**src/rtl/time_setting_ctrl_pkg.sv**
```systemverilog
// Shared state/field codes, BCD limits and capture normalisation
// helpers for the time setting editor.
package time_setting_ctrl_pkg;

  typedef enum logic [1:0] {
    S_IDLE  = 2'd0,
    S_LOAD  = 2'd1,
    S_EDIT  = 2'd2,
    S_WRITE = 2'd3
  } state_e;

  localparam logic [1:0] F_HOUR = 2'b00;
  localparam logic [1:0] F_MIN  = 2'b01;
  localparam logic [1:0] F_SEC  = 2'b10;

  localparam logic [7:0] BCD_00 = 8'h00;
  localparam logic [7:0] BCD_01 = 8'h01;
  localparam logic [7:0] BCD_12 = 8'h12;
  localparam logic [7:0] BCD_19 = 8'h19;
  localparam logic [7:0] BCD_23 = 8'h23;
  localparam logic [7:0] BCD_59 = 8'h59;

  function automatic logic bcd_ok(input logic [7:0] v);
    return (v[7:4] <= 4'd9) && (v[3:0] <= 4'd9);
  endfunction

  // Valid BCD compares correctly as plain hex.
  function automatic logic [7:0] norm_ms(input logic [7:0] v);
    return (bcd_ok(v) && v <= BCD_59) ? v : BCD_00;
  endfunction

  // 12h folds 00 -> 12 and 13..23 -> h-12.
  // 20/21 need a nibble borrow, hence -18.
  function automatic logic [7:0] norm_hour(
    input logic [7:0] v,
    input logic       m12
  );
    logic [7:0] r;
    if (!bcd_ok(v) || v > BCD_23)
      r = m12 ? BCD_01 : BCD_00;
    else if (!m12)
      r = v;
    else if (v == BCD_00)
      r = BCD_12;
    else if (v <= BCD_12)
      r = v;
    else if (v <= BCD_19)
      r = v - 8'h12;
    else if (v == 8'h20 || v == 8'h21)
      r = v - 8'h18;
    else
      r = v - 8'h12;
    return r;
  endfunction

endpackage

```
**src/rtl/time_setting_ctrl_bcd_wrap_step.sv**
```systemverilog
// Combinational 8-bit BCD +/-1 with wrap between lo and hi.
// Ports: val (in), up (1=+1, 0=-1), lo/hi limits, res (out).
module time_setting_ctrl_bcd_wrap_step (
  input  logic [7:0] val,
  input  logic       up,
  input  logic [7:0] lo,
  input  logic [7:0] hi,
  output logic [7:0] res
);

  always_comb begin
    res = val;
    if (up) begin
      if (val == hi)
        res = lo;
      else if (val[3:0] == 4'd9)
        res = {val[7:4] + 4'd1, 4'd0};
      else
        res = val + 8'd1;
    end else begin
      if (val == lo)
        res = hi;
      else if (val[3:0] == 4'd0)
        res = {val[7:4] - 4'd1, 4'd9};
      else
        res = val - 8'd1;
    end
  end

endmodule

```
**src/rtl/time_setting_ctrl.sv**
```systemverilog
// Auto-repeat BCD time editor: load a slot, step h/m/s, write back.
// Ports: CLK/RST_N, buttons, in* capture, out* working time, wr_* port.
module time_setting_ctrl
  import time_setting_ctrl_pkg::*;
#(
  parameter int NUM_SLOTS     = 4,
  parameter int REPEAT_DELAY  = 500,
  parameter int REPEAT_PERIOD = 100,
  parameter int CNT_W         = 16,
  localparam int SLOT_W =
    (NUM_SLOTS > 1) ? $clog2(NUM_SLOTS) : 1
) (
  input  logic              CLK,
  input  logic              RST_N,
  input  logic              mode,
  input  logic [SLOT_W-1:0] slot_sel,
  input  logic              edit_start,
  input  logic              field_next,
  input  logic              inc,
  input  logic              dec,
  input  logic              commit,
  input  logic              cancel,
  input  logic [7:0]        inHour,
  input  logic [7:0]        inMinute,
  input  logic [7:0]        inSecond,
  output logic              editing,
  output logic [1:0]        field,
  output logic [7:0]        outHour,
  output logic [7:0]        outMinute,
  output logic [7:0]        outSecond,
  output logic              wr_valid,
  output logic [SLOT_W-1:0] wr_slot,
  input  logic              wr_ready
);

  localparam logic [CNT_W-1:0] DLY_LIM =
    CNT_W'(REPEAT_DELAY - 1);
  localparam logic [CNT_W-1:0] PER_LIM =
    CNT_W'(REPEAT_PERIOD - 1);

  state_e           state;
  logic             inc_q;
  logic             dec_q;
  logic             rep;
  logic [CNT_W-1:0] cnt;

  logic       up_only;
  logic       dn_only;
  logic       hold;
  logic       press;
  logic       step;
  logic       fix;
  logic [7:0] hour_fix;
  logic [7:0] cur;
  logic [7:0] lo;
  logic [7:0] hi;
  logic [7:0] nxt;

  assign up_only = inc & ~dec;
  assign dn_only = dec & ~inc;
  assign hold = (state == S_EDIT)
    & (up_only | dn_only);
  assign press = hold
    & ((up_only & ~inc_q) | (dn_only & ~dec_q));
  assign step = press
    | (hold & (cnt == (rep ? PER_LIM : DLY_LIM)));

  // A 24h hour left over after switching to 12h
  // is folded before any hour step is allowed.
  assign hour_fix = norm_hour(outHour, mode);
  assign fix = (hour_fix != outHour);

  always_comb begin
    cur = outHour;
    lo  = mode ? BCD_01 : BCD_00;
    hi  = mode ? BCD_12 : BCD_23;
    unique case (1'b1)
      field == F_MIN: begin
        cur = outMinute;
        lo  = BCD_00;
        hi  = BCD_59;
      end
      field == F_SEC: begin
        cur = outSecond;
        lo  = BCD_00;
        hi  = BCD_59;
      end
      default: ;
    endcase
  end

  time_setting_ctrl_bcd_wrap_step u_step (
    .val (cur),
    .up  (up_only),
    .lo  (lo),
    .hi  (hi),
    .res (nxt)
  );

  // First repeat after DELAY, later ones every PERIOD.
  always_ff @(posedge CLK or negedge RST_N) begin
    if (!RST_N) begin
      inc_q <= 1'b0;
      dec_q <= 1'b0;
      cnt   <= '0;
      rep   <= 1'b0;
    end else begin
      inc_q <= inc;
      dec_q <= dec;
      if (!hold || press) begin
        cnt <= '0;
        rep <= 1'b0;
      end else if (step) begin
        cnt <= '0;
        rep <= 1'b1;
      end else begin
        cnt <= cnt + CNT_W'(1);
      end
    end
  end

  always_ff @(posedge CLK or negedge RST_N) begin
    if (!RST_N) begin
      state     <= S_IDLE;
      editing   <= 1'b0;
      field     <= F_HOUR;
      outHour   <= BCD_00;
      outMinute <= BCD_00;
      outSecond <= BCD_00;
      wr_valid  <= 1'b0;
      wr_slot   <= '0;
    end else begin
      unique case (state)
        S_IDLE: begin
          if (edit_start) begin
            state   <= S_LOAD;
            editing <= 1'b1;
            wr_slot <= slot_sel;
          end
        end
        S_LOAD: begin
          outHour   <= norm_hour(inHour, mode);
          outMinute <= norm_ms(inMinute);
          outSecond <= norm_ms(inSecond);
          field     <= F_HOUR;
          state     <= S_EDIT;
        end
        S_EDIT: begin
          if (fix)
            outHour <= hour_fix;
          else if (step && field == F_HOUR)
            outHour <= nxt;
          if (step && field == F_MIN)
            outMinute <= nxt;
          if (step && field == F_SEC)
            outSecond <= nxt;
          if (field_next)
            field <= (field == F_SEC) ?
              F_HOUR : field + 2'd1;
          if (cancel) begin
            state   <= S_IDLE;
            editing <= 1'b0;
          end else if (commit) begin
            state    <= S_WRITE;
            wr_valid <= 1'b1;
          end
        end
        S_WRITE: begin
          if (wr_ready) begin
            state    <= S_IDLE;
            editing  <= 1'b0;
            wr_valid <= 1'b0;
          end
        end
        default: state <= S_IDLE;
      endcase
    end
  end

endmodule

```
**config.mk**
```make
export PLATFORM = sky130hd
export DESIGN_NAME = time_setting_ctrl
export DESIGN_NICKNAME = d
export VERILOG_FILES = /design/src/rtl/time_setting_ctrl_pkg.sv /design/src/rtl/time_setting_ctrl_bcd_wrap_step.sv /design/src/rtl/time_setting_ctrl.sv
export SDC_FILE = /design/constraint.sdc
export NUM_CORES = 1
export LEC_CHECK = 0
export BUFFER_PORTS_ARGS = -buffer_cell sky130_fd_sc_hd__buf_4
export CELL_PAD_IN_SITES_DETAIL_PLACEMENT = 0
export CELL_PAD_IN_SITES_GLOBAL_PLACEMENT = 1
export CORE_AREA = 2 2 100 102
export DETAILED_ROUTE_END_ITERATION = 7
export DIE_AREA = 0 0 102 104
export GPL_ROUTABILITY_DRIVEN = 0
export PLACE_DENSITY_LB_ADDON = 0.1
export SYNTH_ARGS = -nofsm -noshare
export SYNTH_HDL_FRONTEND = slang
export SYNTH_SLANG_ARGS = --single-unit
```
**constraint.sdc**
```tcl
create_clock -name CLK -period 5.3 [get_ports CLK]
set_clock_uncertainty 0.2 [all_clocks]
set_input_delay 1.06 -clock CLK [delete_from_list [all_inputs] [get_ports CLK]]
set_output_delay 1.06 -clock CLK [all_outputs]
set_load 0.03 [all_outputs]
```
# --- Word level (Yosys, flattened, before mapping) ---
# Index checks and enable logic that the tools add are counted.
op_classes:
  n_addsub: 10
  order_cmp: 16
  div_mod_pow: 0
  mux: 51
  n_eq_ne: 24
  bitwise: 14
  n_mul: 0
  n_reduce_logical: 35
  shift: 0
ops:
  columns: ["cell", "n"]
  rows:
  - ["$mux 8", 23]
  - ["$pmux 8 s2", 4]
  - ["$eq 8x6->1 const B", 4]
  - ["$le 4x4->1 const B", 8]
  - ["$le 8x5->1 const B", 4]
  - ["$mux 16", 2]
  - ["$sub 8x5->8 const B", 4]
  - ["$add 16x1->16 const B", 1]
  - ["$eq 16x9->1", 1]
  - ["$gt 8x6->1 const B", 2]
  - ["$le 8x7->1 const B", 2]
  - ["$logic_not 8->1", 2]
  - ["$mux 2", 6]
  - ["$ne 2x2->1 const B", 6]
  - ["$reduce_and 2->1", 5]
  - ["$logic_and 1x1->1", 9]
  - ["$mux 1", 9]
  - ["$mux 9", 1]
  - ["$add 8x1->8 const B", 1]
  - ["$eq 8x1->1", 1]
  - ["$eq 8x7->1", 1]
  - ["$ne 8x8->1", 1]
  - ["$pmux 2 s4", 1]
  - ["$reduce_and 4->1", 2]
  - ["other kinds (26)", 50]
word_totals:
  register_bits: 51
  rom_bits: 0
  ram_bits: 0
  memories: 0
  wordCells: 162
  latchBits: 0

# --- Depth between registers and ports, before layout ---
logic_depth:
  word_depth: 11
  depth_mapped: 15
  depth_no_buf: 13

# --- Hierarchy ---
# A second synthesis with hierarchy kept.
unflattened:
  hier_cells: 518
  area_unflattened_um2: 4478.0
by_module_without_submodules:
  columns: ["mod", "instances", "cells_per_inst", "area_per_inst_um2"]
  rows:
  - ["time_setting_ctrl", 1, 397, 3545.9]
  - ["time_setting_ctrl_bcd_wrap_step", 1, 121, 932.1]

# --- Least setup slack after synthesis ---
# No wires, ideal clock.
synth_timing:
  kind: "reg2reg"
  from: "register field[0]"
  to: "register outHour[4]"
  setup_ns: 0.066
  t_required_ns: 5.034
  n_path_buf: 3
  path_slack_ns: 1.908
  t_arrival_ns: 3.126
  stages_incl_launch_ff: 15
  synth_period_minus_slack_ns: 3.392
  cell_sequence: "dfrtp_1 inv_1 ha_1 buf_2 buf_2 nor2_1 o21bai_1 ha_1 clkbuf_1 inv_1 nor4_1 a211oi_1 o32a_1 o2111ai_1 o211a_1"
synth_between:
  elab_chain_len: 9
  word_cells_on_any_way: 26
synth_rtl:
  columns: ["element", "line", "rtl"]
  rows:
  - ["start, declared", "time_setting_ctrl.sv:27", "output logic [1:0] field,"]
  - ["start signal, assigned", "time_setting_ctrl.sv:158", "field <= (field == F_SEC) ?"]
  - ["$eq 2x2->1 / $eq 2x1->1 (equally long branches)", "time_setting_ctrl.sv:83, time_setting_ctrl.sv:78", null]
  - ["$pmux 8 s2 / $reduce_or 2->1 (equally long branches)", null, null]
  - ["$sub 8x1->8 (tied with other cells)", "time_setting_ctrl_bcd_wrap_step.sv:26", "res = val - 8'd1;"]
  - ["$mux 8 (tied with other cells)", "time_setting_ctrl_bcd_wrap_step.sv:23", "else if (val[3:0] == 4'd0)"]
  - ["$mux 8 (on tied branches)", "time_setting_ctrl_bcd_wrap_step.sv:21, time_setting_ctrl_bcd_wrap_step.sv:14", null]
  - ["$mux 8", "time_setting_ctrl_bcd_wrap_step.sv:13", "if (up) begin"]
  - ["$mux 8", "time_setting_ctrl.sv:151", "else if (step && field == F_HOUR)"]
  - ["$mux 8", "time_setting_ctrl.sv:149", "if (fix)"]
  - ["$pmux 8 s2", "time_setting_ctrl.sv:133", "unique case (state)"]
  - ["end signal, assigned", "time_setting_ctrl.sv:142", "outHour <= norm_hour(inHour, mode);"]
  - ["end signal, assigned", "time_setting_ctrl.sv:150", "outHour <= hour_fix;"]
  - ["end signal, assigned", "time_setting_ctrl.sv:152", "outHour <= nxt;"]
  - ["end, declared", "time_setting_ctrl.sv:28", "output logic [7:0] outHour,"]
# Several ways; a longest one is shown, not always the timed one. The select of a mux whose other input is x is not followed.
# A chain may end at the register's enable or synchronous reset.

# --- Worst setup path in the final report ---
layout_timing:
  from: "register field[1]"
  to: "register outSecond[2]"
layout_between:
  elab_chain_len: 8
  word_cells_on_any_way: 22
layout_rtl:
  columns: ["element", "line", "rtl"]
  rows:
  - ["$eq 2x2->1 / $eq 2x1->1 (equally long branches)", "time_setting_ctrl.sv:83, time_setting_ctrl.sv:155, time_setting_ctrl.sv:78", null]
  - ["$pmux 8 s2 / $reduce_or 2->1 (equally long branches)", null, null]
  - ["$sub 8x1->8 (tied with other cells)", "time_setting_ctrl_bcd_wrap_step.sv:26", null]
  - ["$mux 8 (tied with other cells)", "time_setting_ctrl_bcd_wrap_step.sv:23", null]
  - ["$mux 8 (on tied branches)", "time_setting_ctrl_bcd_wrap_step.sv:21, time_setting_ctrl_bcd_wrap_step.sv:14", null]
  - ["$mux 8", "time_setting_ctrl_bcd_wrap_step.sv:13", null]
  - ["$mux 8", "time_setting_ctrl.sv:155", "if (step && field == F_SEC)"]
  - ["$pmux 8 s2", "time_setting_ctrl.sv:133", null]
  - ["end signal, assigned", "time_setting_ctrl.sv:144", "outSecond <= norm_ms(inSecond);"]
  - ["end signal, assigned", "time_setting_ctrl.sv:156", "outSecond <= nxt;"]
  - ["end, declared", "time_setting_ctrl.sv:30", "output logic [7:0] outSecond,"]
# Several ways; a longest one is shown, not always the timed one. The select of a mux whose other input is x is not followed.

==> run_results.csv <==
group,metric,value,unit
worst_setup_path,endpoint_kind,"flip-flop",
outcome,status,"complete, no violations",
synthesis,synth-seq-cells,51,
clock_tree,ctsHoldBuffers,0,
min_path,whs_endpoint,"cnt[0]",
worst_setup_path,cp.arrival,4360,ps
routing,viasPerCell,5.95,
final_layout,seqCellArea,1280,um2
sta,hold_slack,299,ps
clock_tree,htreeDepth,2,
min_path,min_from,"cnt[0]",
clock_tree,path_clk_slew,100,ps
placement,dp_hpwl,9290,um
pwr,clockPowerShare,0.078,
final_layout,post-route-util,0.511,
synthesis,synthArstFlopShare,1.00,
min_path,min_path_cells,1,
floorplanning,dieArea,10600,um2
routing,wirelength,12400,um
clock_tree,cts_setup_buffers,0,
routing,wire_per_inst,17.7,um
worst_setup_path,path_cells,"inv_1 -> ha_1 -> clkinv_1 -> o21bai_1 -> inv_1 -> ha_1 -> nor2b_1 -> and3_1 -> o32ai_1 -> a22oi_1 -> a21oi_1",
final_layout,design.final.nets,626,
global_routing,antenna_found_initial,0,
worst_setup_path,cpLargestDelayFamily,"compound AO/OA/AOI/OAI gates",
routing,ant_nets,0,
global_routing,overflow,0,
final_layout,drive_above_1_share,0.178,
pwr,power_density,713,nW/um2
sta,tightest_slew,1220,ps
synthesis,yosys_warnings,0,
routing,initialDrtViolationCount,224,
synthesis,syn_area,4250,um2
worst_setup_path,worstSetupStartpointType,"flip-flop",
pwr,ir_drop,0.000298,V
final_layout,final_cell_mix,"buf_4 (67), nor2_1 (55), dfrtp_1 (51)",
pwr,seqPwrFrac,0.201,
synthesis,synth_edf_count,0,
floorplanning,io_pins,66,
worst_setup_path,timing.rr.end,"outSecond[2]",
sta,timing.final.crit_share,0.817,
floorplanning,core.rowCount,36,
clock_tree,cts_tree,"built",
global_routing,grt_util_all_layers,0.240,
worst_setup_path,worstPathMaxFanout,20,
worst_setup_path,cpMaxStageDelayCell,"ha_1",
final_layout,area_growth,14.7,%
min_path,hold_path.class,"reg -> reg",
final_layout,multi_input_area,2690,um2
sta,min_period,4330,ps
synthesis,ys.flop_type,"dfrtp_1",
sta,fmax,0.231,GHz
clock_tree,numCtsBuffers,5,
worst_setup_path,critical_path_class,"reg -> reg",
run,cap_violations,0,
final_layout,nFillCells,972,
global_routing,grt_pass1_wl,20400,um
sta,finalMaxSlewViolations,0,
synthesis,synth_seq_area_share,0.300,
sta,hold_viol_final,0,
sta,rsz0062_at_grt,"no",
routing,vias,4161,
worst_setup_path,worstPathRequired,5330,ps
synthesis,syn-num-nets,581,
synthesis,synth_cell_type_count,78,
clock_tree,cts_resized,0,
floorplanning,core,9550,um2
clock_tree,cts_buffer_depth,2,
floorplanning,die_x,102,um
worst_setup_path,reg2reg_slack,970,ps
global_routing,grt_max_degree,52,
synthesis,syn_inst,521,
placement,io_buffers,65,
sta,slew_headroom,0.186,
routing,drt_first_pass_iters,5,
final_layout,antenna_cells,0,
clock_tree,cts-root-buf,"clkbuf_8",
synthesis,avgSynthCellArea,8.17,um2
pwr,power_leakage,2.06,nW
floorplanning,die_h,104,um
clock_tree,cts.sinks,51,
pwr,p_switching,1.90,mW
final_layout,final_common_cell,"buf_4",
pwr,sw_frac_of_total,0.546,
sta,setup_violations,0,
pwr,p_comb_frac,0.722,
floorplanning,initial_utilization,0.445,
worst_setup_path,timing.rr.start,"field[1]",
worst_setup_path,max_stage_delay,760,ps
sta,tns,0,ps
worst_setup_path,reg2reg_depth,11,
clock_tree,clock_latency,310,ps
routing,drc,0,
global_routing,grt_pass1_vias,4071,
worst_setup_path,path_buf_inv,3,
pwr,p_int,1.58,mW
## power groups by stage
| stage | combinational, mW | clock, mW | sequential (mW) |
|---|---|---|---|
| CTS | 2.47 | 0.279 | 0.696 |
| floorplan | 1.72 | 0 | 0.805 |
| detailed placement | 2.46 | 0 | 0.702 |
| global route | 2.74 | 0.293 | 0.720 |
| finish | 2.51 | 0.270 | 0.698 |
| global placement | 2.46 | 0 | 0.697 |
## worst max-delay path by stage
stage / startpoint / end / slack, ps / cells after the start
global placement: field[0] / outSecond[2] / 1260 / 11
CTS: field[1] / outSecond[2] / 1060 / 11
detailed placement: field[0] / outSecond[2] / 1110 / 11
finish: field[1] / outSecond[2] / 970 / 11
floorplan: field[0] / outHour[4] / 1910 / 14
global route: field[0] / outHour[4] / 660 / 11
## worst reg2reg max path, cell delays in order (launching register included)
cell and delay (ps):
dfrtp_1 390, inv_1 90, ha_1 760, clkinv_1 460
o21bai_1 530, inv_1 180, ha_1 240, nor2b_1 140
and3_1 240, o32ai_1 620, a22oi_1 180, a21oi_1 200
## cells by family after synthesis
group / count (synthesis) / synth area share
flip-flops: 51 / 0.300
buffers and inverters: 66 / 0.0682
XOR/XNOR: 19 / 0.0391
adder cells (fa/ha/maj): 24 / 0.0706
AO/OA/AOI/OAI: 154 / 0.261
AND/OR/NAND/NOR: 195 / 0.229
multiplexers: 12 / 0.0324
## layer usage
layer | vias to the layer above | routed length (um) | global-route usage
met1 | 1998 | 5560 | 0.328
met5 | - | 0 | 0
met3 | 29 | 600 | 0.0444
met4 | 0 | 326 | 0.0800
met2 | 128 | 5870 | 0.379
li1 | 2006 | - | -
## metrics by stage
stage | setup slack, ps | cell area (um2) | std cells | power, mW
3_5_place_dp | 1110 | 4770 | 692 | 3.16
2_1_floorplan | 1910 | 4250 | 521 | 2.52
6_report | 971 | 4880 | 699 | 3.48
3_3_place_gp | 1260 | 4770 | 692 | 3.16
4_1_cts | 1060 | 4880 | 699 | 3.45
5_1_grt | 664 | 4880 | 699 | 3.75
## layout make-up
type,count,share of cell area
clock buffers,5,0.0141
clock inverters,2,0.00769
repair buffers,67,0.103
multi-input cells,404,0.551
well taps,133,0.0341
inverters,37,0.0285
flip-flops and latches,51,0.262
## Yosys cell counts (3+ instances only)
master / n / area (um2)
or2_2: 5 / 31.3
nand4_1: 9 / 56.3
buf_2: 11 / 55.1
nor2_1: 55 / 206
a211oi_1: 4 / 30.0
a22o_1: 6 / 52.6
and3_1: 3 / 18.8
xnor2_1: 8 / 70.1
nor2b_1: 5 / 31.3
dfrtp_1: 51 / 1280
mux2_2: 4 / 45.0
o21a_1: 3 / 22.5
o211ai_1: 5 / 37.5
nor3_1: 14 / 70.1
or3_1: 7 / 43.8
a2111oi_0: 3 / 26.3
xor2_1: 11 / 96.3
o31ai_1: 6 / 45.0
ha_1: 24 / 300
or4_1: 3 / 22.5
o22ai_1: 6 / 37.5
and4_1: 3 / 26.3
nand2_1: 47 / 176
nand4b_1: 4 / 35.0
a31o_2: 3 / 26.3
a211o_1: 5 / 43.8
a31oi_1: 20 / 125
a22oi_1: 9 / 67.6
clkbuf_1: 11 / 41.3
o21ai_1: 4 / 20.0
o2111ai_1: 4 / 35.0
mux2i_1: 7 / 70.1
o21ai_0: 25 / 125
nand3_1: 16 / 80.1
nor4_1: 9 / 56.3
nand2b_1: 6 / 37.5
a21oi_1: 21 / 105
inv_1: 36 / 135
## flip-flops by register name, indices dropped and copies added, names as in the netlist
signal	flops
field	2
outSecond	8
editing	1
rep	1
wr_valid	1
outMinute	8
dec_q	1
cnt	16
outHour	8
wr_slot	2
state	2
inc_q	1
Power figures use the tool's default switching activity.
